==> src/rtl/calc_mux_pkg.sv <==
// Shared types and constants for the calculator request multiplexer.
package calc_mux_pkg;

  localparam int unsigned CMD_W  = 4;
  localparam int unsigned DATA_W = 32;
  localparam int unsigned REG_W  = 4;
  localparam int unsigned TAG_W  = 2;

  localparam logic [1:0]       RESP_NONE = 2'b00;
  localparam logic [1:0]       RESP_OK   = 2'b01;
  localparam logic [CMD_W-1:0] CMD_NOP   = '0;

  typedef struct packed {
    logic [CMD_W-1:0]  cmd;
    logic [DATA_W-1:0] data;
    logic [REG_W-1:0]  d1;
    logic [REG_W-1:0]  d2;
    logic [REG_W-1:0]  r1;
    logic [TAG_W-1:0]  tag;
  } req_t;

endpackage

==> src/rtl/calc_req_fifo.sv <==
// Per-port request FIFO; head is visible combinationally (first-word fall-through).
module calc_req_fifo
  import calc_mux_pkg::*;
#(
  parameter int unsigned DEPTH = 4,
  parameter type         T     = req_t
) (
  input  logic                 clk,
  input  logic                 rst,
  input  logic                 i_push,
  input  logic                 i_pop,
  input  T                     i_data,
  output T                     o_head_c,
  output logic                 o_full_c,
  output logic                 o_empty_c,
  output logic [$clog2(DEPTH):0] o_count
);

  localparam int unsigned PTR_W = $clog2(DEPTH);
  localparam int unsigned CNT_W = PTR_W + 1;

  T                 r_mem [DEPTH];
  logic [PTR_W-1:0] r_wr_ptr;
  logic [PTR_W-1:0] r_rd_ptr;
  logic [CNT_W-1:0] r_count;
  logic             w_do_push;
  logic             w_do_pop;

  assign o_full_c  = (r_count == CNT_W'(DEPTH));
  assign o_empty_c = (r_count == '0);
  assign o_count   = r_count;
  assign o_head_c  = r_mem[r_rd_ptr];

  // A full FIFO still takes a push when its head leaves in the same cycle.
  assign w_do_pop  = i_pop && !o_empty_c;
  assign w_do_push = i_push && (!o_full_c || w_do_pop);

  always_ff @(posedge clk or posedge rst) begin
    if (rst) begin
      r_wr_ptr <= '0;
      r_rd_ptr <= '0;
      r_count  <= '0;
    end else begin
      if (w_do_push) r_wr_ptr <= r_wr_ptr + PTR_W'(1);
      if (w_do_pop)  r_rd_ptr <= r_rd_ptr + PTR_W'(1);
      case ({w_do_push, w_do_pop})
        2'b10:   r_count <= r_count + CNT_W'(1);
        2'b01:   r_count <= r_count - CNT_W'(1);
        default: r_count <= r_count;
      endcase
    end
  end

  always_ff @(posedge clk) begin
    if (w_do_push) r_mem[r_wr_ptr] <= i_data;
  end

endmodule

==> src/rtl/calc_req_mux.sv <==
// Multi-port front-end: per-port FIFOs, round-robin arbitration onto one
// engine channel, and tag-based routing of engine responses back to ports.
module calc_req_mux #(
  parameter int unsigned NUM_PORTS  = 4,
  parameter int unsigned FIFO_DEPTH = 4,
  parameter int unsigned DATA_W     = 32,
  parameter int unsigned CMD_W      = 4,
  parameter int unsigned REG_W      = 4,
  parameter int unsigned TAG_W      = 2,
  parameter int unsigned PID_W      = $clog2(NUM_PORTS)
) (
  input  logic                        clk,
  input  logic                        rst,
  input  logic [NUM_PORTS*CMD_W-1:0]  req_cmd_in,
  input  logic [NUM_PORTS*DATA_W-1:0] req_data_in,
  input  logic [NUM_PORTS*REG_W-1:0]  req_d1,
  input  logic [NUM_PORTS*REG_W-1:0]  req_d2,
  input  logic [NUM_PORTS*REG_W-1:0]  req_r1,
  input  logic [NUM_PORTS*TAG_W-1:0]  req_tag_in,
  output logic [NUM_PORTS-1:0]        req_accept,
  output logic [NUM_PORTS-1:0]        drop_err,
  output logic                        eng_valid,
  input  logic                        eng_ready,
  output logic [CMD_W-1:0]            eng_cmd,
  output logic [DATA_W-1:0]           eng_data,
  output logic [REG_W-1:0]            eng_d1,
  output logic [REG_W-1:0]            eng_d2,
  output logic [REG_W-1:0]            eng_r1,
  output logic [PID_W+TAG_W-1:0]      eng_tag,
  input  logic [1:0]                  eng_resp,
  input  logic [DATA_W-1:0]           eng_resp_data,
  input  logic [PID_W+TAG_W-1:0]      eng_resp_tag,
  output logic [NUM_PORTS*2-1:0]      out_resp,
  output logic [NUM_PORTS*DATA_W-1:0] out_data,
  output logic [NUM_PORTS*TAG_W-1:0]  out_tag
);

  import calc_mux_pkg::*;

  localparam int unsigned CNT_W = $clog2(FIFO_DEPTH) + 1;

  typedef struct packed {
    logic [CMD_W-1:0]  cmd;
    logic [DATA_W-1:0] data;
    logic [REG_W-1:0]  d1;
    logic [REG_W-1:0]  d2;
    logic [REG_W-1:0]  r1;
    logic [TAG_W-1:0]  tag;
  } port_req_t;

  port_req_t            w_push_req [NUM_PORTS];
  port_req_t            w_head     [NUM_PORTS];
  logic [CNT_W-1:0]     w_count    [NUM_PORTS];
  logic [NUM_PORTS-1:0] w_req_vld;
  logic [NUM_PORTS-1:0] w_full;
  logic [NUM_PORTS-1:0] w_empty;
  logic [NUM_PORTS-1:0] w_pop;
  logic [NUM_PORTS-1:0] w_drop;

  logic                 w_slot_free;
  logic                 w_grant_vld;
  logic [PID_W-1:0]     w_grant_id;
  logic [PID_W-1:0]     w_idx;

  logic                 r_eng_valid;
  port_req_t            r_eng_req;
  logic [PID_W-1:0]     r_eng_pid;
  logic [PID_W-1:0]     r_rr_ptr;
  logic [NUM_PORTS-1:0] r_drop_err;

  logic [PID_W-1:0]     w_resp_pid;
  logic [TAG_W-1:0]     w_resp_tag;
  logic [1:0]           r_out_resp [NUM_PORTS];
  logic [DATA_W-1:0]    r_out_data [NUM_PORTS];
  logic [TAG_W-1:0]     r_out_tag  [NUM_PORTS];

  for (genvar p = 0; p < NUM_PORTS; p++) begin : g_port
    assign w_push_req[p] = '{cmd:  req_cmd_in [p*CMD_W  +: CMD_W],
                             data: req_data_in[p*DATA_W +: DATA_W],
                             d1:   req_d1     [p*REG_W  +: REG_W],
                             d2:   req_d2     [p*REG_W  +: REG_W],
                             r1:   req_r1     [p*REG_W  +: REG_W],
                             tag:  req_tag_in [p*TAG_W  +: TAG_W]};
    assign w_req_vld[p] = (w_push_req[p].cmd != CMD_W'(CMD_NOP));
    assign w_pop[p]     = w_slot_free && w_grant_vld && (w_grant_id == PID_W'(p));
    assign w_drop[p]    = w_req_vld[p] && w_full[p] && !w_pop[p];
    assign req_accept[p] = (w_count[p] != CNT_W'(FIFO_DEPTH));

    calc_req_fifo #(
      .DEPTH (FIFO_DEPTH),
      .T     (port_req_t)
    ) u_fifo (
      .clk       (clk),
      .rst       (rst),
      .i_push    (w_req_vld[p]),
      .i_pop     (w_pop[p]),
      .i_data    (w_push_req[p]),
      .o_head_c  (w_head[p]),
      .o_full_c  (w_full[p]),
      .o_empty_c (w_empty[p]),
      .o_count   (w_count[p])
    );

    assign out_resp[p*2     +: 2]      = r_out_resp[p];
    assign out_data[p*DATA_W +: DATA_W] = r_out_data[p];
    assign out_tag [p*TAG_W  +: TAG_W]  = r_out_tag[p];
  end

  assign w_slot_free = !r_eng_valid || eng_ready;

  // Round-robin: first non-empty port at or after the pointer, wrapping.
  always_comb begin
    w_grant_vld = 1'b0;
    w_grant_id  = '0;
    w_idx       = '0;
    for (int unsigned i = 0; i < NUM_PORTS; i++) begin
      w_idx = PID_W'((32'(r_rr_ptr) + i) % NUM_PORTS);
      if (!w_grant_vld && !w_empty[w_idx]) begin
        w_grant_vld = 1'b1;
        w_grant_id  = w_idx;
      end
    end
  end

  always_ff @(posedge clk or posedge rst) begin
    if (rst) begin
      r_eng_valid <= 1'b0;
      r_eng_req   <= '0;
      r_eng_pid   <= '0;
      r_rr_ptr    <= '0;
    end else if (w_slot_free) begin
      if (w_grant_vld) begin
        r_eng_valid <= 1'b1;
        r_eng_req   <= w_head[w_grant_id];
        r_eng_pid   <= w_grant_id;
        r_rr_ptr    <= PID_W'((32'(w_grant_id) + 32'd1) % NUM_PORTS);
      end else begin
        r_eng_valid <= 1'b0;
      end
    end
  end

  assign eng_valid = r_eng_valid;
  assign eng_cmd   = r_eng_req.cmd;
  assign eng_data  = r_eng_req.data;
  assign eng_d1    = r_eng_req.d1;
  assign eng_d2    = r_eng_req.d2;
  assign eng_r1    = r_eng_req.r1;
  assign eng_tag   = {r_eng_pid, r_eng_req.tag};

  always_ff @(posedge clk or posedge rst) begin
    if (rst) r_drop_err <= '0;
    else     r_drop_err <= r_drop_err | w_drop;
  end

  assign drop_err = r_drop_err;

  // Response demux; a port ID with no matching port simply selects nobody.
  assign w_resp_pid = eng_resp_tag[PID_W+TAG_W-1 -: PID_W];
  assign w_resp_tag = eng_resp_tag[TAG_W-1:0];

  always_ff @(posedge clk or posedge rst) begin
    if (rst) begin
      for (int unsigned p = 0; p < NUM_PORTS; p++) begin
        r_out_resp[p] <= RESP_NONE;
        r_out_data[p] <= '0;
        r_out_tag[p]  <= '0;
      end
    end else begin
      for (int unsigned p = 0; p < NUM_PORTS; p++) begin
        if ((eng_resp != RESP_NONE) && (w_resp_pid == PID_W'(p))) begin
          r_out_resp[p] <= eng_resp;
          r_out_data[p] <= eng_resp_data;
          r_out_tag[p]  <= w_resp_tag;
        end else begin
          r_out_resp[p] <= RESP_NONE;
        end
      end
    end
  end

endmodule
==> config.mk <==
export PLATFORM = sky130hd
export DESIGN_NAME = calc_req_mux
export DESIGN_NICKNAME = d
export VERILOG_FILES = /design/src/rtl/calc_mux_pkg.sv /design/src/rtl/calc_req_fifo.sv /design/src/rtl/calc_req_mux.sv
export SDC_FILE = /design/constraint.sdc
export NUM_CORES = 1
export LEC_CHECK = 0
export CORE_ASPECT_RATIO = 0.9
export CORE_MARGIN = 3
export CORE_UTILIZATION = 56
export DETAILED_ROUTE_END_ITERATION = 6
export GPL_TIMING_DRIVEN = 0
export PLACE_DENSITY_LB_ADDON = 0.3
export SLEW_MARGIN = 40
export SYNTH_ARGS = -nofsm -noshare
export SYNTH_HDL_FRONTEND = slang
export SYNTH_SLANG_ARGS = --single-unit
export TNS_END_PERCENT = 5
==> constraint.sdc <==
create_clock -name clk -period 10 [get_ports clk]
set_input_delay 1 -clock clk [delete_from_list [all_inputs] [get_ports clk]]
set_output_delay 1 -clock clk [all_outputs]
set_load 0.03 [all_outputs]
**After elaboration in Yosys (flattened, before gate mapping)**

Memory sizes are Yosys's and may differ from the RTL's.
Cells that the tools add are included.

- Add/subtract/negate cells: 20
- Multipliers: 0
- Divide/modulo/power cells: 0
- Magnitude comparators: 5
- Equality and inequality tests: 22
- Shift operators: 0
- Muxes and demuxes: 36
- Bitwise logic cells: 2
- Reduce and logical (&&, ||, !) cells: 67

Operators with widths:

| kind | count |
|---|---|
| 50-bit binary-select mux with 2-bit select | 1 |
| 50-bit two-way mux | 2 |
| 1-bit logical AND | 28 |
| 3-bit one-hot mux with 2 select lines | 4 |
| 2-bit by 1-bit adder with 2-bit output, second input constant | 10 |
| 1-bit logical NOT | 18 |
| 1-bit two-way mux | 17 |
| 2-bit equality test, second input constant | 8 |
| 2-bit two-way mux | 8 |
| 4-bit nonzero test | 4 |
| 3-bit by 1-bit adder with 3-bit output, second input constant | 4 |
| 2-bit by 1-bit equality test with 1-bit output, second input constant | 6 |
| 3-bit equality test, second input constant | 4 |
| 3-bit logical NOT | 4 |
| 2-bit by 3-bit < comparator with 1-bit output, second input constant | 4 |
| 3-bit != test, second input constant | 4 |
| 3-bit by 1-bit subtractor with 3-bit output, second input constant | 4 |
| 2-bit nonzero test | 5 |
| 1-bit binary-select mux with 2-bit select | 4 |
| 1-bit logical OR | 5 |
| 2-bit adder, second input constant | 2 |
| 2-bit logical NOT | 2 |
| 4-bit OR | 1 |
| 3-bit greater-or-equal comparator, second input constant | 1 |
| other kinds (2) | 2 |

- Register bits after elaboration: 231
- Bits in latches: 0
- RAM bits: 800
- Memory bits (read-only): 0
- Bits of input ports: 241
- Output and inout port bits: 205
- Memories: 4

Memory list:

| memory | depth | width | read ports | clocked after Yosys merged registers in | wr ports | line | source |
|---|---|---|---|---|---|---|---|
| g_port[0].u_fifo.r_mem | 4 | 50 | 1 | 0 | 1 | calc_req_fifo.sv:22 | `T r_mem [DEPTH];` |
| g_port[1].u_fifo.r_mem | 4 | 50 | 1 | 0 | 1 | calc_req_fifo.sv:22 |  |
| g_port[2].u_fifo.r_mem | 4 | 50 | 1 | 0 | 1 | calc_req_fifo.sv:22 |  |
| g_port[3].u_fifo.r_mem | 4 | 50 | 1 | 0 | 1 | calc_req_fifo.sv:22 |  |

**Longest topological paths before layout**

- Depth in word-level cells: 19
- Mapped depth: 14

**Modules after synthesis**

A second synthesis with hierarchy kept.

- Cell total of the unflattened synthesis: 1987
- Area total of the unflattened synthesis: 40172.3 um^2

By module, submodules not included:

| module | times used | cells an instance | area each (um^2) | sequential area each (um^2) |
|---|---|---|---|---|
| calc_req_fifo at g_port[0].u_fifo ... | 2 | 316 | 7711.1 | 6180.9 |
| calc_req_fifo at g_port[1].u_fifo ... | 2 | 301 | 7629.8 | 6180.9 |
| calc_req_mux | 1 | 753 | 9490.4 | 5079.9 |

**Worst setup path after synthesis**

OpenSTA, ideal clock, no wires.

- Kind: input port to flip-flop
- From: input port eng_ready
- To: memory g_port[3].u_fifo.r_mem[0][0] in the netlist's numbering, enable pin
- Library setup time: 0.530 ns
- Arrival time: 5.489 ns
- Path slack: 3.981 ns
- Stages on the path: 5
- Path buffers: 0
- Path through: nand2b_1 -> o41ai_4 -> nor4_4 -> a21oi_2 -> nor3b_1

- Cells in the longest elaborated chain, start to end: 8

Ends and longest elaborated chain:

| what | line | source |
|---|---|---|
| start: declaration | calc_req_mux.sv:23 | `input logic eng_ready,` |
| 1-bit logical OR | calc_req_mux.sv:109 | `assign w_slot_free = !r_eng_valid \|\| eng_ready;` |
| 1-bit logical AND (2 in a row) | calc_req_mux.sv:85 | `assign w_pop[p] = w_slot_free && w_grant_vld && (w_grant_id == PID_W'(p));` |
| 1-bit logical AND | calc_req_fifo.sv:35 | `assign w_do_pop = i_pop && !o_empty_c;` |
| 1-bit logical OR | calc_req_fifo.sv:36 | `assign w_do_push = i_push && (!o_full_c \|\| w_do_pop);` |
| 1-bit logical AND | calc_req_fifo.sv:36 |  |
| 1-bit two-way mux | calc_req_fifo.sv:55 | `if (w_do_push) r_mem[r_wr_ptr] <= i_data;` |
| 1-bit two-way mux (implied by the code) | calc_req_fifo.sv:55 |  |
| end: declaration | calc_req_fifo.sv:22 |  |

Every way passes these cells.

**Final worst setup path**

- From: register r_rr_ptr[1]
- To: memory g_port[3].u_fifo.r_mem[0][22] in the netlist's numbering, enable pin

- Cells in the longest elaborated chain, start to end: 19
- Elaborated cells on any way between the ends: 35
- Those cells by class: 3 x add/sub; 1 x eq/ne; 18 x mux; 13 x reduce/logical

Ends and longest elaborated chain:

| what | line | source |
|---|---|---|
| start: declaration | calc_req_mux.sv:68 | `logic [PID_W-1:0] r_rr_ptr;` |
| start signal: assignment | calc_req_mux.sv:136 | `r_rr_ptr <= PID_W'((32'(w_grant_id) + 32'd1) % NUM_PORTS);` |
| 2-bit by 1-bit adder with 2-bit output | calc_req_mux.sv:117 | `w_idx = PID_W'((32'(r_rr_ptr) + i) % NUM_PORTS);` |
| 1-bit binary-select mux with 2-bit select | calc_req_mux.sv:118 | `if (!w_grant_vld && !w_empty[w_idx]) begin` |
| 1-bit two-way mux (implied by the code) | calc_req_mux.sv:118 |  |
| 1-bit logical NOT | calc_req_mux.sv:118 |  |
| 1-bit logical AND | calc_req_mux.sv:118 |  |
| 1-bit two-way mux | calc_req_mux.sv:118 |  |
| 1-bit logical NOT | calc_req_mux.sv:118 |  |
| 1-bit logical AND | calc_req_mux.sv:118 |  |
| [3 not listed] | - |  |
| 2-bit two-way mux or 1-bit two-way mux (tied branches) | calc_req_mux.sv:118 |  |
| 2-bit equality test or 1-bit logical AND (tied branches) | calc_req_mux.sv:85 |  |
| 1-bit logical AND (*) | calc_req_mux.sv:85 |  |
| 1-bit logical AND (*) | calc_req_fifo.sv:35 |  |
| 1-bit logical OR (*) | calc_req_fifo.sv:36 |  |
| 1-bit logical AND (*) | calc_req_fifo.sv:36 |  |
| 1-bit two-way mux (*) | calc_req_fifo.sv:55 |  |
| 1-bit two-way mux (implied by the code) (*) | calc_req_fifo.sv:55 |  |

Mark *: on every way between the ends. The rest lies on a longest branch, timed or not. The select of a mux whose other input is x is not followed.

==> key figures <==
Logic synthesis
  – Sequential fraction of the synthesis area: 0.744
  – Top-count cell post-synth: edfxtp_1
  – Most frequent cells after synthesis: edfxtp_1, dfrtp_1, mux4_2
  – Syn nets: 2219
  – Post-synthesis adder-cell area fraction: 0.00824
  – Synthesized flop and latch total: roughly 1000
  – Avg Synthesized Cell Area: 20.5 um^2
  – Post-synth ARST share: 0.224
  – Simple-gate share of the synthesized area: 0.0143
  – Share of the synthesized area in the top cell type: 0.599
  – Netlist cell types: 57
  – XOR/XNOR share of the synthesized area: 0.00481
  – Warnings from Yosys: 0
  – Post-synthesis compound-gate area fraction: 0.0368
  – Post-Syn Area: between 40000 and 50000 um^2
  – Main combinational cell family by area after synthesis: multiplexers
  – Ranking of synthesized cells by area: edfxtp_1, dfrtp_1, mux4_2
  – Predominant post-synthesis flop cell: edfxtp_1
  – Synth Instances: 1954
  – Post-synthesis mux area share: 0.177
  – Dominant cell type by area after synthesis: edfxtp_1
  – Number of flops mapped to enable cells by yosys: 800

Power and ir drop
  – Leak Pwr: 17.6 nW
  – P_int: around 11 mW
  – NetSw: around 5.7 mW
  – Pwr Total: between 15 and 20 mW
  – Switch share: 0.341
  – Combinational share of power: 0.366
  – Clk pwr share: 0.226
  – Share of total power in sequential cells: 0.408
  – Peak supply drop: approximately 0.00027 V
  – Power Density: between 300 and 400 nW/um^2

STA
  – Worst Tran Pin Value: 0.837 ns
  – TNS Setup: 0 ns
  – Setup ws final: roughly 6.0 ns
  – Final setup vio count: 0
  – Final Cycle Share: 0.404
  – Slew Limit Fails: 0
  – RSZ-0062 raised after global routing: no
  – Fin. Hold Viols: 0
  – Max transition margin: 0.442
  – Max Clock Freq: about 250 MHz
  – Crit path time final: ~4.0 ns
  – Clock Skew: between 0.02 and 0.025 ns

Floorplanning
  – Die area: 74800 um^2
  – Die width: 288 um
  – Core area: 70400 um^2
  – Initial core utilization: 0.569
  – Die height: approximately 260 um
  – Ports: 446
  – FP Rows: 92

Critical path
  – CP required: approximately 10 ns
  – CP endpoint kind: register
  – Worst EP arrival: approximately 4.4 ns
  – CP Launch Type: register
  – Worst Setup Path Type: reg -> reg
  – CP Max Fanout: 9

Clock tree
  – CTS max path bufs: 3
  – Clock Sinks: between 1000 and 1500
  – Hold-fix buffers at CTS: 0
  – Root buffer cell: clkbuf_16
  – Htree depth: 3
  – Post-CTS sizing: 0
  – CTS tree: built
  – TritonCTS Buffers: 101
  – Setup bufs post-CTS: 0
  – Clk_lat worst skew: 0.65 ns
  – CTS clock-pin slew for the worst setup and hold paths: 0.06 ns

Final layout
  – Final non-filler cell total: about 3600
  – Fraction of layout cells with a size suffix above 1: 0.238
  – Final layout net count: around 2800
  – Layout area overhead: 24.4%
  – Final Util: 0.708

Routing
  – Via count: between 20000 and 25000
  – Post-DR vias/cell: approximately 6
  – Routed WL per cell: 27.9 um
  – Post-Route WL: 101 mm
  – Drt drc: 0
  – Final ANT Viol Nets: 0
  – Drt initial violations: 2165
  – 1st-pass router iterations: 6

GRT
  – Pin count of the biggest net entering global routing: 89
  – First-pass GRT wire length: between 100 and 150 mm
  – M1 GR Usage: 0.364
  – Initial antenna violation count: 36
  – GRT busiest layer: met2
  – Vias in the first global route: about 23000
  – Total global routing overflow: 0
  – Met3 GRT Util: 0.0805
  – M2 GR Usage: 0.421
  – Overall routing resource usage: 0.269

Placed design
  – Gpl congestion: ~0.94
  – Estimated wirelength of the detail-placed design: roughly 70 mm
  – Dpl cells: 3396
  – Post-place setup slack: about 5.5 ns
  – PortBufs: approximately 440

Run status
  – Run status: completed

Worst hold path
  – Min-Delay Path Class: reg -> reg

Flow run
  – Max-cap viol count: 0
## registers in the layout (all words and copies together) (netlist names)
register / flops
drop_err: 4
eng_cmd: 4
eng_d1: 4
eng_d2: 4
eng_data: 32
eng_r1: 4
eng_tag: 2
eng_valid: 1
g_port.u_fifo.o_count: 12
g_port.u_fifo.r_mem: 800
g_port.u_fifo.r_rd_ptr: 8
g_port.u_fifo.r_wr_ptr: 8
out_data: 128
out_resp: 8
out_tag: 8
r_eng_pid: 2
r_rr_ptr: 2
## worst max-delay path: stages (launching register included)
cell and delay [ns]:
dfrtp_1 0.33, buf_2 0.21, nor4b_1 0.61, nor3_4 0.22, nor4_4 0.67, a21oi_2 0.25, nor3b_2 0.64, buf_4 0.29
buf_2 0.25, buf_2 0.25
## final cells by class
class	count	area, um^2
sequential	1031	29800
antenna	26	65.1
timing repair buffer	503	5100
inverter	27	109
clock inverter	64	546
buffer	115	544
fill	4305	20600
tap	940	1180
multi-input combinational	781	9770
clock buffer	125	2750
## through the flow
| stage | hold WS (ns) | instance area, um^2 |
|---|---|---|
| 2_1_floorplan | 0.477 | 40100 |
| 3_3_place_gp | 0.488 | 45700 |
| 3_5_place_dp | 0.491 | 46500 |
| 4_1_cts | 0.506 | 49800 |
| 5_1_grt | 0.513 | 49800 |
| 6_report | 0.503 | 49900 |
## path summary, 6_finish.rpt
kind,start,depth (start not counted),endpoint,slack (ns)
min in group asynchronous,rst,2,eng_valid,0.74
min,out_tag[0],1,out_tag[0],0.50
max in group asynchronous,rst,4,out_data[79],8.22
min reg2reg,out_tag[0],1,out_tag[0],0.50
max reg2reg,r_rr_ptr[1],9,g_port[3].u_fifo.r_mem[0][22],5.96
max,r_rr_ptr[1],9,g_port[3].u_fifo.r_mem[0][22],5.96
## cell usage in the layout (no fill, tap or decap), drive strengths merged, types with 14 or more instances in the layout
cell type / count
clkdlybuf4s50: 444
a211oi: 51
mux2i: 103
edfxtp: 800
nor2: 24
mux4: 200
nor3: 14
nand2: 17
dfrtp: 231
mux2: 137
diode: 26
inv: 31
clkinv: 50
buf: 97
o22ai: 50
ha: 20
o31a: 51
clkbuf: 202
## power groups by stage
stage                     Sequential (mW)  Clock [mW]  Combinational [mW]
final                                6.79        3.76                6.10
after global routing                 6.89        3.97                6.44
after CTS                            6.77        3.80                6.14
after detailed placement             6.84           0                6.09
after global placement               6.93           0                5.65
after floorplan                      7.13           0                3.32
## cell families (layout without fill, tap and decap cells)
| family | after synthesis | in the layout |
|---|---|---|
| adder cells (fa/ha/maj) | 24 | 24 |
| AO/OA/AOI/OAI | 195 | 195 |
| other | 0 | 26 |
| flip-flops | 1031 | 1031 |
| XOR/XNOR | 22 | 22 |
| multiplexers | 440 | 440 |
| buffers and inverters | 142 | 834 |
| AND/OR/NAND/NOR | 100 | 100 |
## per-layer routing
layer  vias up  share of wire
met3       202           0.10
met5         -         0.0014
met1     11400           0.38
met4        20          0.030
li1       9278              -
met2      1067           0.49
Power figures use the tool's default switching activity.
